## config.mk

```make
export PLATFORM = sky130hd
export DESIGN_NAME = inst_fetch
export DESIGN_NICKNAME = d
export VERILOG_FILES = /design/src/rtl/inst_fetch.sv
export SDC_FILE = /design/constraint.sdc
export NUM_CORES = 1
export LEC_CHECK = 0
export CAP_MARGIN = 20
export CORE_UTILIZATION = 62
export CTS_BUF_LIST = sky130_fd_sc_hd__clkbuf_8 sky130_fd_sc_hd__clkbuf_16
export CTS_CLUSTER_DIAMETER = 50
export CTS_CLUSTER_SIZE = 16
export DETAILED_ROUTE_END_ITERATION = 16
export PLACE_DENSITY = 0.85
export SYNTH_ARGS = -nofsm -noshare
export SYNTH_HDL_FRONTEND = slang
export SYNTH_SLANG_ARGS = --single-unit
```

## constraint.sdc

```tcl
create_clock -name clk -period 7.7 [get_ports clk]
set_clock_uncertainty 0.2 [all_clocks]
set_input_delay 0.77 -clock clk [delete_from_list [all_inputs] [get_ports clk]]
set_output_delay 0.77 -clock clk [all_outputs]
set_load 0.05 [all_outputs]
```

## src/rtl/inst_fetch.sv

```systemverilog
// Instruction fetch stage: owns the fetch PC, issues in-order imem reads under a
// credit limit, buffers returned words in a prefetch FIFO and hands {pc, inst} to decode.
//
// Handshakes: a transfer happens on a cycle where valid & ready (req & gnt on the
// memory side, out_valid & out_ready toward decode); valid never waits on ready.
module inst_fetch #(
    parameter logic [31:0] RESET_PC = 32'h0000_0000,
    parameter int          DEPTH    = 4
) (
    input  logic        clk,
    input  logic        rstn,
    output logic        imem_req,
    output logic [31:0] imem_addr,
    input  logic        imem_gnt,
    input  logic        imem_rvalid,
    input  logic [31:0] imem_rdata,
    input  logic        redirect_valid,
    input  logic [31:0] redirect_pc,
    output logic        out_valid,
    input  logic        out_ready,
    output logic [31:0] out_inst,
    output logic [31:0] out_pc
);

    localparam int AW = $clog2(DEPTH);
    localparam int CW = AW + 1;

    logic [31:0]   fetch_pc_q, fetch_pc_d;
    logic [AW-1:0] wptr_q, wptr_d, rptr_q, rptr_d;
    logic [AW-1:0] rp_wptr_q, rp_rptr_q;
    logic [CW-1:0] count_q, count_d, pend_q, pend_d, drop_q, drop_d;
    logic          alive_q;
    logic [31:0]   fifo_pc_q   [DEPTH];
    logic [31:0]   fifo_inst_q [DEPTH];
    logic [31:0]   resp_pc_q   [DEPTH];

    logic [CW:0]   credit;
    logic          grant, push, pop;

    // Buffered entries plus in-flight requests never exceed DEPTH, so no response can overflow the FIFO.
    assign credit    = {1'b0, count_q} + {1'b0, pend_q};
    assign imem_req  = alive_q & ~redirect_valid & (credit < (CW + 1)'(DEPTH));
    assign imem_addr = fetch_pc_q;
    assign grant     = imem_req & imem_gnt;

    assign push      = imem_rvalid & ~redirect_valid & (drop_q == '0);
    assign out_valid = (count_q != '0) & ~redirect_valid;
    assign pop       = out_valid & out_ready;
    assign out_inst  = fifo_inst_q[rptr_q];
    assign out_pc    = fifo_pc_q[rptr_q];

    always_comb begin
        fetch_pc_d = fetch_pc_q;
        wptr_d     = wptr_q;
        rptr_d     = rptr_q;
        count_d    = count_q;
        drop_d     = drop_q;
        pend_d     = pend_q + CW'(grant) - CW'(imem_rvalid);
        if (redirect_valid) begin
            fetch_pc_d = {redirect_pc[31:2], 2'b00};
            wptr_d     = '0;
            rptr_d     = '0;
            count_d    = '0;
            // Every request still outstanding after this cycle belongs to the old path.
            drop_d     = pend_d;
        end else begin
            if (grant) fetch_pc_d = fetch_pc_q + 32'd4;
            if (imem_rvalid && (drop_q != '0)) drop_d = drop_q - CW'(1);
            if (push) wptr_d = wptr_q + AW'(1);
            if (pop)  rptr_d = rptr_q + AW'(1);
            count_d = count_q + CW'(push) - CW'(pop);
        end
    end

    always_ff @(posedge clk or negedge rstn) begin
        if (!rstn) begin
            fetch_pc_q <= RESET_PC;
            wptr_q     <= '0;
            rptr_q     <= '0;
            rp_wptr_q  <= '0;
            rp_rptr_q  <= '0;
            count_q    <= '0;
            pend_q     <= '0;
            drop_q     <= '0;
            alive_q    <= 1'b0;
            for (int i = 0; i < DEPTH; i++) begin
                fifo_pc_q[i]   <= '0;
                fifo_inst_q[i] <= '0;
                resp_pc_q[i]   <= '0;
            end
        end else begin
            fetch_pc_q <= fetch_pc_d;
            wptr_q     <= wptr_d;
            rptr_q     <= rptr_d;
            count_q    <= count_d;
            pend_q     <= pend_d;
            drop_q     <= drop_d;
            alive_q    <= 1'b1;
            if (push) begin
                fifo_pc_q[wptr_q]   <= resp_pc_q[rp_rptr_q];
                fifo_inst_q[wptr_q] <= imem_rdata;
            end
            if (grant) begin
                resp_pc_q[rp_wptr_q] <= fetch_pc_q;
                rp_wptr_q            <= rp_wptr_q + AW'(1);
            end
            if (imem_rvalid) rp_rptr_q <= rp_rptr_q + AW'(1);
        end
    end

endmodule
```

==> run summary, run 1 <==
The routed design has 39900 microns of wire. Clock tree synthesis inserted a total of 38 buffers. Summed over all failing endpoints, the final setup total negative slack is 0 ns. In the final layout, flip-flops and latches occupy 0.0104 sq mm. Compared with the post-synthesis result, the final layout area differs by 17.0%.

In this run the tool buffered the top-level ports with 161 buffer cells. The number of antenna diodes in the final layout is 0. The logs give 11800 for the via count of the first global-routing pass and 0 for the DRC violations left.

The die area was 0.0308 sq mm; the synthesized instance count was 1224. The deepest level of the CTS H-tree is 2. After detailed placement, the design holds a cell count of 1700. The total number of placement rows was 63; the non-filler instance count after layout was 1768. Measured against its own limit, the worst slew margin works out to 27.1%. Among cell families on the critical path, the largest total delay comes from buffers and inverters.

The worst setup path is launched from a flip-flop. The placed wire-length estimate after detailed placement came out at 23500 microns. sky130_fd_sc_hd__dfrtp_1 takes more of the synthesized area than any other cell. The total area of multi-input combinational cells was 0.00779 sq mm; the wire length of the first global-routing pass was 65000 microns.

Setup repair after global routing left no endpoint under its margin. The endpoint required time on the critical path was 6.73 ns. STA puts the critical path data arrival time at 3.18 ns.

The worst-margin pin slew came out at 1.09 ns. The worst hold path belongs to the class in -> async. The logs give 0 for the post-cts resize count and 0 for the number of warnings issued by yosys. The synthesized area per cell is 15.2 sq um. Total global routing overflow: 0. By area the synthesized netlist is led by sky130_fd_sc_hd__dfrtp_1, sky130_fd_sc_hd__mux2_2, sky130_fd_sc_hd__mux4_2, sky130_fd_sc_hd__buf_2, sky130_fd_sc_hd__ha_1. In the final layout, the share of cells above drive strength 1 is 39.5%. Element type at the critical path end: an output pin. The final layout contains 1440 nets. Global routing used 27.1% of the available tracks. For the number of hold-repair buffers added at the cts stage, the log shows 0.

Entering global routing, the biggest net connects 170 pins. The tools report the total iterations of the first detailed-routing run as 5. The cell area after synthesis was 0.0186 sq mm; the source-to-sink clock delay at the later pin of the worst-skew pair was 0.54 ns.

The largest stage delay on the critical path is 0.76 ns. Once detail routing completed, the nets flagged for antenna violations numbered 0. After clock tree synthesis, the clock-pin slew on the worst setup and hold paths is 0.07 ns. The signal on the critical path passes through buf_4 > buf_16 > mux4_2 > clkdlybuf4s50_1. The final route contains 11100 vias. The maximum operating frequency was 0.241 GHz. The number of antenna violations at the first check in global routing was 0. The share of synthesized area in the top cell type comes to 55.9%. The number of vias per cell after detailed routing works out to 6.25. The peak fanout along the critical path is 43.

The routed design could run at a clock period as short as 4.15 ns. The slowest stage of the critical path is the sky130_fd_sc_hd__clkdlybuf4s50_1 cell. The tool flagged a number of max-cap violations equal to 0. Power density over cell area: 366 mW/mm^2. The commonest cells after synthesis are sky130_fd_sc_hd__dfrtp_1, sky130_fd_sc_hd__mux2_2, sky130_fd_sc_hd__mux4_2. For this design, the sink count on the clock tree is 416. Yosys instantiated no cell more often than sky130_fd_sc_hd__dfrtp_1. In this run, the number of DRC markers left after iteration 0 of detailed routing was 763.

Buffers added to address setup during post-CTS repair amount to 0. The run finished with clean final reports. In this run the clock root is driven by a sky130_fd_sc_hd__clkbuf_16. The synthesized design contains 416 register bits.

The number of max-slew violations in the final report was 0; the core footprint was 0.0296 sq mm. The number of top-level pins was 168; the die height was 175 microns. In the final routed layout, each cell accounts on average for 22.6 microns. The run gives 3 as the number of buffers between clock root and the deepest sink. In this run the static leakage power is 10.2 nW. The layout has 1842 filler cells. The number of hold violations in the final report is 0, and the worst-case vdd ir drop is 188 uV.

In the synthesized netlist the dominant register cell turns out to be sky130_fd_sc_hd__dfrtp_1. TritonCTS built the clock tree. The critical path contains buffers and inverters numbering 3 combined. The initial utilization of the core area, before any placement, comes to 62.9%. The width of the chip is 175 microns, and the weighted congestion reported at the end of routability-driven placement is 0.802. Counting flops with a built-in enable in the synthesized netlist gives 0. The share of the cycle needed by the critical path after routing was 53.9%. The distinct cell type count of the synthesized netlist is 52.

For this run, asynchronously set or reset flops after synthesis account for 100%. The critical path in this run is classified as reg -> out. Sequential cells were found to cover 55.9% of the synthesized design area. Setup violations remaining at the end of the flow were counted as 0.
==> cells in the final DEF, fill, tap and decap left out, types with 8 or more instances in the layout <==
cell and count:
sky130_fd_sc_hd__nand2_1 46, sky130_fd_sc_hd__o211ai_1 13, sky130_fd_sc_hd__clkbuf_16 39, sky130_fd_sc_hd__ha_1 17, sky130_fd_sc_hd__mux4_2 92, sky130_fd_sc_hd__a21oi_1 8, sky130_fd_sc_hd__buf_4 8, sky130_fd_sc_hd__nand4_1 12
sky130_fd_sc_hd__dfrtp_1 412, sky130_fd_sc_hd__clkdlybuf4s50_1 159, sky130_fd_sc_hd__nand3_1 24, sky130_fd_sc_hd__o21ai_0 26, sky130_fd_sc_hd__nor2_1 17, sky130_fd_sc_hd__inv_1 19, sky130_fd_sc_hd__mux2_2 358
==> power breakdown <==
group | internal (mW) | switching [mW]
logic | 1.33 | 1.54
registers | 2.73 | 0.416
clock network | 1.13 | 0.845
total | 5.19 | 2.80
==> kinds of logic after synthesis <==
| logic type | share of synthesized area, % |
|---|---|
| adders and majority gates | 1.36 |
| xor gates and xnor gates | 0.611 |
| AOI/OAI and AO/OA | 2.41 |
| DFF | 55.9 |
| muxes | 33.0 |
| and+or+nand+nor | 4.12 |
| other | 0.0403 |
| buffers and inverters | 2.56 |
==> per-stage QoR <==
stage / cell area [sq um] / setup WS (ns) / hold WS [ns] / total power [mW] / utilization [%]
after floorplan: 18600 / 4.72 / 0.245 / 5.15 / -
after global placement: 20400 / 3.75 / 0.257 / 5.91 / 69.0
after detailed placement: 20400 / 3.76 / 0.277 / 6.03 / 69.0
after CTS: 21800 / 3.19 / 0.208 / 8.03 / 73.5
after global routing: 21800 / 3.43 / 0.255 / 8.36 / 73.6
final: 21800 / 3.55 / 0.135 / 7.99 / 73.6
==> final timing paths <==
check / startpoint / to / slack, ns / depth (start not counted)
setup / recovery: rptr_q[0] / out_pc[3] / 3.55 / 4
setup reg to reg: count_q[2] / drop_q[2] / 4.26 / 12
hold / removal: rstn / fifo_inst_q[105] / 0.14 / 1
max in group asynchronous: rstn / fifo_pc_q[18] / 5.67 / 2
min in group clk: resp_pc_q[116] / resp_pc_q[116] / 0.29 / 2
hold reg to reg: resp_pc_q[116] / resp_pc_q[116] / 0.29 / 2
==> state kept, by name, summed over array words and instances (netlist names) <==
signal,flops
wptr_q,2
rptr_q,2
imem_addr,30
rp_rptr_q,2
rp_wptr_q,2
fifo_pc_q,120
fifo_inst_q,128
pend_q,3
drop_q,3
resp_pc_q,120
count_q,3
alive_q,1
==> layer usage <==
layer | routed length [microns] | vias up | global-route usage, % | share of wire (%)
li1 | - | 4785 | - | -
met1 | 16400 | 5827 | 37.5 | 41
met2 | 20000 | 365 | 44.7 | 50
met3 | 2310 | 75 | 4.22 | 5.8
met4 | 1110 | 0 | 8.55 | 2.8
met5 | 0 | - | 0 | 0
==> layout make-up <==
cell class | instances | share of cell area [%]
Sequential cell | 416 | 47.8
Multi-Input combinational cell | 707 | 35.7
Timing Repair Buffer | 171 | 7.89
Clock buffer | 44 | 4.79
Tap cell | 390 | 2.24
Clock inverter | 23 | 1.29
Inverter | 17 | 0.293
(Power assumes the default switching activity.)
==> run 2, diff against run 1 <==
CORE_UTILIZATION = 58   (was 62)
PLACE_DENSITY = 0.8   (was 0.85)
clock period = 4.2 ns   (was 7.7 ns; I/O delays follow)
==> run 2 against run 1 <==
  * Routed wire length shrank 3.4%
  * Cell count grew 0.79%
  * Combinational power grew 82%
  * Via count shrank 0.97%
  * Hold slack lost 0.055 ns
  * Sequential power grew 84%
  * Count of clock-buffer cells in the layout shrank 4
  * Clock power grew 70%
  * Critical endpoint is now out_inst[31]
  * Largest power group unchanged
==> run summary, run 2 (same netlist as run 1, synthesis figures left out) <==
The terminus of the critical flop-to-flop path is resp_pc_q[53] (was drop_q[2]). The tools report the number of hold violations in the final report as 0 (unchanged). The most common cell after layout, fill and taps aside is sky130_fd_sc_hd__dfrtp_1 (unchanged). The worst path needs 3.52 ns of the cycle, external delays included.

The tools report the via count of the first global-routing pass as 11700 (was 11800). Sort of element at the start of the critical path: a flip-flop (unchanged). The number of flip-flops under the largest register name was 128 (unchanged); the number of nets in the layout was 1448 (was 1440). The sum of buffers and inverters on the critical path is 2 (was 3).

Endpoint required time on the critical path: 3.58 ns (was 6.73 ns). The worst reg-to-reg setup slack was 1.12 ns (was 4.26 ns). Critical-path cell list: buf_4 > mux4_2 > clkdlybuf4s50_1 (was buf_4 > buf_16 > mux4_2 > clkdlybuf4s50_1). Layer with the highest usage: met2 (unchanged).

The width of the chip is 181 microns (was 175 microns). The clock slew at the register clock pins of the worst setup and hold paths was 0.07 ns (about the same); the source-to-sink clock delay at the later pin of the worst-skew pair was 0.53 ns (was 0.54 ns). The total global routing overflow is 0 (unchanged), and the number of cells traversed by the worst hold path is 2. Number of fill cells: 2162 (was 1842). The number of top-level pins is 168 (unchanged), and the largest stage delay on the critical path is 0.72 ns (was 0.76 ns). The depth of the worst register-to-register path came out at 6 (was 12). The tools report the smallest setup slack after layout as 0.675 ns (was 3.55 ns).

The logs give 10900 (was 11100) for the detailed-route via count and 0 (unchanged) for the total of max-cap violations. Setup repair after global routing left no endpoint under its margin. For the leakage dissipation, the log shows 10.2 nW (about the same). In this run the most critical hold path is launched from redirect_valid.

Worst hold slack after final layout: 0.0804 ns (was 0.135 ns). For the worst path arrival time, the log shows 2.90 ns (was 3.18 ns). Launch point of the worst reg-to-reg path: count_q[2] (unchanged). The setup total negative slack came out at 0 ns (unchanged). The worst min-delay path category was in -> reg (was in -> async). The CTS sink count is 416 (unchanged). TritonCTS built the clock tree. The post-route total power is 14.3 mW (was 7.99 mW), and the number of setup violations in the final report is 0 (unchanged). End point of the worst hold path: wptr_q[1]. The post-CTS setup-driven buffer insertion count was 0 (unchanged).

The area after detailed placement is 0.0206 sq mm (was 0.0204 sq mm), and the post-cts resize count is 0 (unchanged). The placed instance count came out at 1721 (was 1700). The run gives 69.1% (was 73.6%) as the post-layout utilization of the core.

The master cell of the clock root buffer was sky130_fd_sc_hd__clkbuf_16 (unchanged). The peak fanout along the critical path was 16 (was 43). The logs give 24.6% (was 27.1%) for the overall fraction of global-route tracks in use and 40.2% (was 44.7%) for the met2 usage. Commonest cells after routing, fill and taps aside: sky130_fd_sc_hd__dfrtp_1, sky130_fd_sc_hd__mux2_2, sky130_fd_sc_hd__clkdlybuf4s50_1 (unchanged).

The tools report the met3 layer usage reported by global route as 2.96% (was 4.22%). The sum of routed wire length over all layers is 38500 microns (was 39900 microns). The weighted congestion reported at the end of routability-driven placement was 0.785 (was 0.802). Registers with the highest flip-flop counts: fifo_inst_q x128, fifo_pc_q x120, resp_pc_q x120 (unchanged). The die height works out to 181 microns (was 175 microns).

The number of vias per cell after detailed routing is 6.14 (was 6.25). The run gives 5 (unchanged) as the total iterations of the first detailed-routing run. The tools report the placed wire-length estimate after detailed placement as 23400 microns (was 23500 microns). The dominant delay contributor by cell family on the critical path was buffers and inverters (unchanged). The pin count of the biggest net entering global routing was 121 (was 170); the power density over cell area was 657 mW/mm^2 (was 366 mW/mm^2).

The worst-margin pin slew was 1.03 ns (was 1.09 ns). The deepest level of the CTS H-tree came out at 2 (unchanged). Number of hold-repair buffers added at the cts stage: 1 (was 0). The register with the most flip-flops is fifo_inst_q (unchanged). The met1 global-route usage is 35.1% (was 37.5%).

For the final cell area excluding filler cells, the log shows 0.0218 sq mm (about the same). The routed wire length per instance is 21.6 microns (was 22.6 microns). The run gives 0.953 ns (was 3.76 ns) as the worst setup slack after placement.

The wire length of the first global-routing pass came out at 63900 microns (was 65000 microns). The violation count after the first detailed-route iteration was 650 (was 763). The tools report the total number of placement rows as 65 (was 63).

For the number of max-slew violations in the final report, the log shows 0 (unchanged). The logs give 3 (unchanged) for the number of buffers between clock root and the deepest sink and 0 (unchanged) for the number of antenna violations at the first check in global routing. The element type at the critical path end is an output pin (unchanged).

The cell with the largest stage delay on the worst path was sky130_fd_sc_hd__clkdlybuf4s50_1 (unchanged). The die area is 0.0329 sq mm (was 0.0308 sq mm). For the relative max-transition margin, the log shows 31.0% (was 27.1%). The effective utilization at floorplan came out at 59.1% (was 62.9%). The tools report the final antenna diode count as 0 (unchanged). The quantity of I/O buffers inserted on ports was 161 (unchanged). Timing would allow up to 0.284 GHz.

The run finished with clean final reports. The tools report the non-filler instance count after layout as 1782 (was 1768). The logs give 0 (unchanged) for the DRC violations left and 0.0316 sq mm (was 0.0296 sq mm) for the core footprint. Fraction of layout cells with a size suffix above 1: 39.4% (was 39.5%). The worst-case vdd ir drop came out at 383 uV (was 188 uV). The area overhead of the layout relative to synthesis was 16.9% (was 17.0%); the number of CTS-inserted buffers was 37 (was 38). Residual antenna-violating net count after detailed routing: 0 (unchanged).

The critical path class is reg -> out (unchanged). The final critical path takes up 83.9% of the cycle.
==> run 2: layout make-up <==
cell class                      instances  area [sq um]  area share [%]
Clock buffer                           40           990            4.54
Clock inverter                         20           196           0.901
Inverter                               17          63.8           0.293
Multi-Input combinational cell        707          7790            35.7
Sequential cell                       416         10400            47.8
Tap cell                              402           503            2.31
Timing Repair Buffer                  180          1830            8.41
==> run 2: routing by layer <==
metal	vias to the layer above	routed length, microns
met5	-	0
met2	327	18800
met3	60	1700
met4	0	867
li1	4787	-
met1	5771	17200
==> run 2: worst reg2reg max path: cells and delay by family, from the launching register on <==
family,cells,cell delay [ns]
AND/OR/NAND/NOR,3,1.13
multiplexers,1,0.54
adder cells (fa/ha/maj),1,0.33
buffers and inverters,1,0.34
flip-flops,1,0.41
==> run 2: power breakdown <==
part | switching, mW | internal (mW) | total (mW)
logic | 2.77 | 2.45 | 5.22
registers | 0.765 | 5.00 | 5.77
clock network | 1.50 | 1.85 | 3.35
total | 5.03 | 9.30 | 14.3
==> run 2: worst max path at each step <==
stage | depth (start not counted) | slack (ns) | to | from
after floorplan | 13 | 1.30 | drop_q[2] | count_q[2]
after global placement | 11 | 0.98 | count_q[2] | imem_rvalid
after detailed placement | 11 | 0.95 | count_q[2] | imem_rvalid
after CTS | 3 | 0.61 | out_inst[12] | rptr_q[0]
after global routing | 3 | 0.55 | out_inst[12] | rptr_q[0]
final | 3 | 0.68 | out_inst[31] | rptr_q[0]
==> run 3, diff against run 2 <==
CORE_UTILIZATION = 52   (was 58)
PLACE_DENSITY = 0.76   (was 0.8)
clock period = 3.2 ns   (was 4.2 ns; I/O delays follow)
==> run 3 against run 2 <==
  * Core utilization decreased by 4.8 points
  * Count of clock-buffer cells in the layout is 6 higher
  * Global-route usage decreased by 1.7 points
  * First-iteration DRC count shrank 22%
  * Power increased by 35%
  * Critical path depth is the same
  * Flip-flop and latch count unchanged
  * Via count grew 1.4%
==> run summary, run 3 (same netlist as run 1, synthesis figures left out) <==
The DRC violations left is 0 (unchanged), and the total global routing overflow is 0 (unchanged). Worst reg-to-reg setup slack: 0.39 ns (was 1.12 ns). Critical-path cell list: buf_12 > mux4_2 > clkdlybuf4s50_1 (was buf_4 > mux4_2 > clkdlybuf4s50_1). The wire length of the first global-routing pass was 65100 microns (was 63900 microns); the CTS sink count was 416 (unchanged). The total iterations of the first detailed-routing run was 7 (was 5); the largest stage delay on the critical path was 0.71 ns (was 0.72 ns).

The post-layout minimum cycle time is 3.12 ns. The run finished with clean final reports. The area overhead of the layout relative to synthesis works out to 20.3% (was 16.9%). The register with the most flip-flops was fifo_inst_q (unchanged). The peak fanout along the critical path is 13 (was 16), and the residual antenna-violating net count after detailed routing is 0 (unchanged). The number of hold violations in the final report is 0 (unchanged), and the pin count of the biggest net entering global routing is 101 (was 121). The number of CTS-inserted buffers was 43 (was 37). The number of vias per cell after detailed routing works out to 5.91 (was 6.14). For the via count of the first global-routing pass, the log shows 11800 (was 11700).

The most common cell after layout, fill and taps aside is sky130_fd_sc_hd__dfrtp_1 (unchanged). Worst-margin pin slew: 0.648 ns (was 1.03 ns). The master cell of the clock root buffer was sky130_fd_sc_hd__clkbuf_16 (unchanged). The fraction of layout cells with a size suffix above 1 was 41.2% (was 39.4%). The routed wire length per instance was 21.5 microns (was 21.6 microns). The logs give 507 (was 650) for the violation count after the first detailed-route iteration and 0 (unchanged) for the total of max-cap violations. The non-filler instance count after layout came out at 1877 (was 1782). The worst min-delay path category was in -> async (was in -> reg).

The tools report the element type at the critical path end as an output pin (unchanged). The number of buffers between clock root and the deepest sink was 3 (unchanged); the worst hold slack after final layout was 0.123 ns (was 0.0804 ns). Commonest cells after routing, fill and taps aside: sky130_fd_sc_hd__dfrtp_1, sky130_fd_sc_hd__mux2_2, sky130_fd_sc_hd__clkdlybuf4s50_1 (unchanged). The sort of element at the start of the critical path was a flip-flop (unchanged). The tools report the deepest level of the CTS H-tree as 2 (unchanged). The cell with the largest stage delay on the worst path was sky130_fd_sc_hd__clkdlybuf4s50_1 (unchanged). The number of antenna violations at the first check in global routing was 0 (unchanged); the number of top-level pins was 168 (unchanged). The sum of routed wire length over all layers is 40400 microns (was 38500 microns), and the core footprint is 0.0349 sq mm (was 0.0316 sq mm). The die area came out at 0.0366 sq mm (was 0.0329 sq mm). The placed instance count is 1797 (was 1721).

Registers with the highest flip-flop counts: fifo_inst_q x128, fifo_pc_q x120, resp_pc_q x120 (unchanged). The clock slew at the register clock pins of the worst setup and hold paths was 0.06 ns (was 0.07 ns). The met1 global-route usage was 32.1% (was 35.1%).

The endpoint required time on the critical path is 2.68 ns (was 3.58 ns). TritonCTS built the clock tree. The width of the chip came out at 191 microns (was 181 microns). The total number of placement rows was 68 (was 65); the share of the cycle needed by the critical path after routing was 97.5%. The tools report the relative max-transition margin as 56.8% (was 31.0%). The logs give 0 (unchanged) for the post-CTS setup-driven buffer insertion count and 0 ns (unchanged) for the setup total negative slack.

The number of flip-flops under the largest register name is 128 (unchanged). The met2 usage came out at 37.1% (was 40.2%). The layer with the highest usage is met2 (unchanged). Setup repair after global routing left no endpoint under its margin. The run gives 25800 microns (was 23400 microns) as the placed wire-length estimate after detailed placement. The worst-case vdd ir drop is 826 uV (was 383 uV).

Source-to-sink clock delay at the later pin of the worst-skew pair: 0.56 ns (was 0.53 ns). The number of setup violations in the final report was 0 (unchanged); the final antenna diode count was 0 (unchanged). For the weighted congestion reported at the end of routability-driven placement, the log shows 0.783 (was 0.785). Quantity of I/O buffers inserted on ports: 161 (unchanged). The tools report the worst path arrival time as 2.60 ns (was 2.90 ns). Detailed-route via count: 11100 (was 10900). The met3 layer usage reported by global route was 3.67% (was 2.96%); the maximum operating frequency was 0.321 GHz. The number of max-slew violations in the final report was 0 (unchanged). The critical path class was reg -> out (unchanged). The leakage dissipation came out at 10.7 nW (was 10.2 nW). The die height was 191 microns (was 181 microns); the worst setup slack after placement was 0.348 ns (was 0.953 ns). Power density over cell area: 866 mW/mm^2 (was 657 mW/mm^2). The smallest setup slack after layout is 0.0802 ns (was 0.675 ns).

The tools report the overall fraction of global-route tracks in use as 22.9% (was 24.6%). The logs give 1478 (was 1448) for the number of nets in the layout and 53.4% (was 59.1%) for the effective utilization at floorplan.
run 3: final cells by class:
cell class | instances | area (sq um)
fill | 2522 | 12500
sequential | 416 | 10400
multi-input combinational | 707 | 7790
timing repair buffer | 204 | 2120
clock buffer | 46 | 1120
tap | 455 | 569
clock inverter | 32 | 334
inverter | 17 | 63.8
run 3: path summary, 6_finish.rpt:
check | startpoint | to | depth (start not counted)
hold reg to reg | resp_pc_q[20] | resp_pc_q[20] | 2
setup reg to reg | count_q[2] | drop_q[2] | 11
min in group clk | redirect_pc[23] | imem_addr[23] | 3
hold / removal | rstn | fifo_inst_q[3] | 2
setup / recovery | rptr_q[0] | out_pc[29] | 3
max in group asynchronous | rstn | resp_pc_q[81] | 3
run 3: timing repair:
item / CTS / global route
hold buffers: 1 / 0
hold endpoints to repair: 65 / 0
resized for setup: 41 / 8
gates cloned: 0 / 0
setup endpoints to repair: 41 / 8
run 3: report_power, final:
group	switching, mW	leakage [nW]	internal (mW)	total, mW
logic	3.80	4.42	3.10	6.90
clock network	2.25	0.717	2.79	5.04
registers	0.894	5.53	6.57	7.46
run 3: per-stage QoR:
step	cell area (sq um)	total power, mW	util [%]
after global placement	21000	14.5	60.1
after global routing	22400	20.3	64.2
final	22400	19.4	64.2
after CTS	22400	19.6	64.2
after floorplan	18600	12.4	-
after detailed placement	21000	14.7	60.1
run 3: layer usage:
layer | up-vias | wire [microns]
li1 | 4862 | -
met5 | - | 0
met3 | 63 | 2050
met1 | 5852 | 18200
met4 | 0 | 864
met2 | 322 | 19300
run 3: worst max-delay path, delay by kind of cell (launching register included):
kind	cells	cell delay, ns
flops	1	0.60
buf+inv	2	0.95
mux	1	0.52
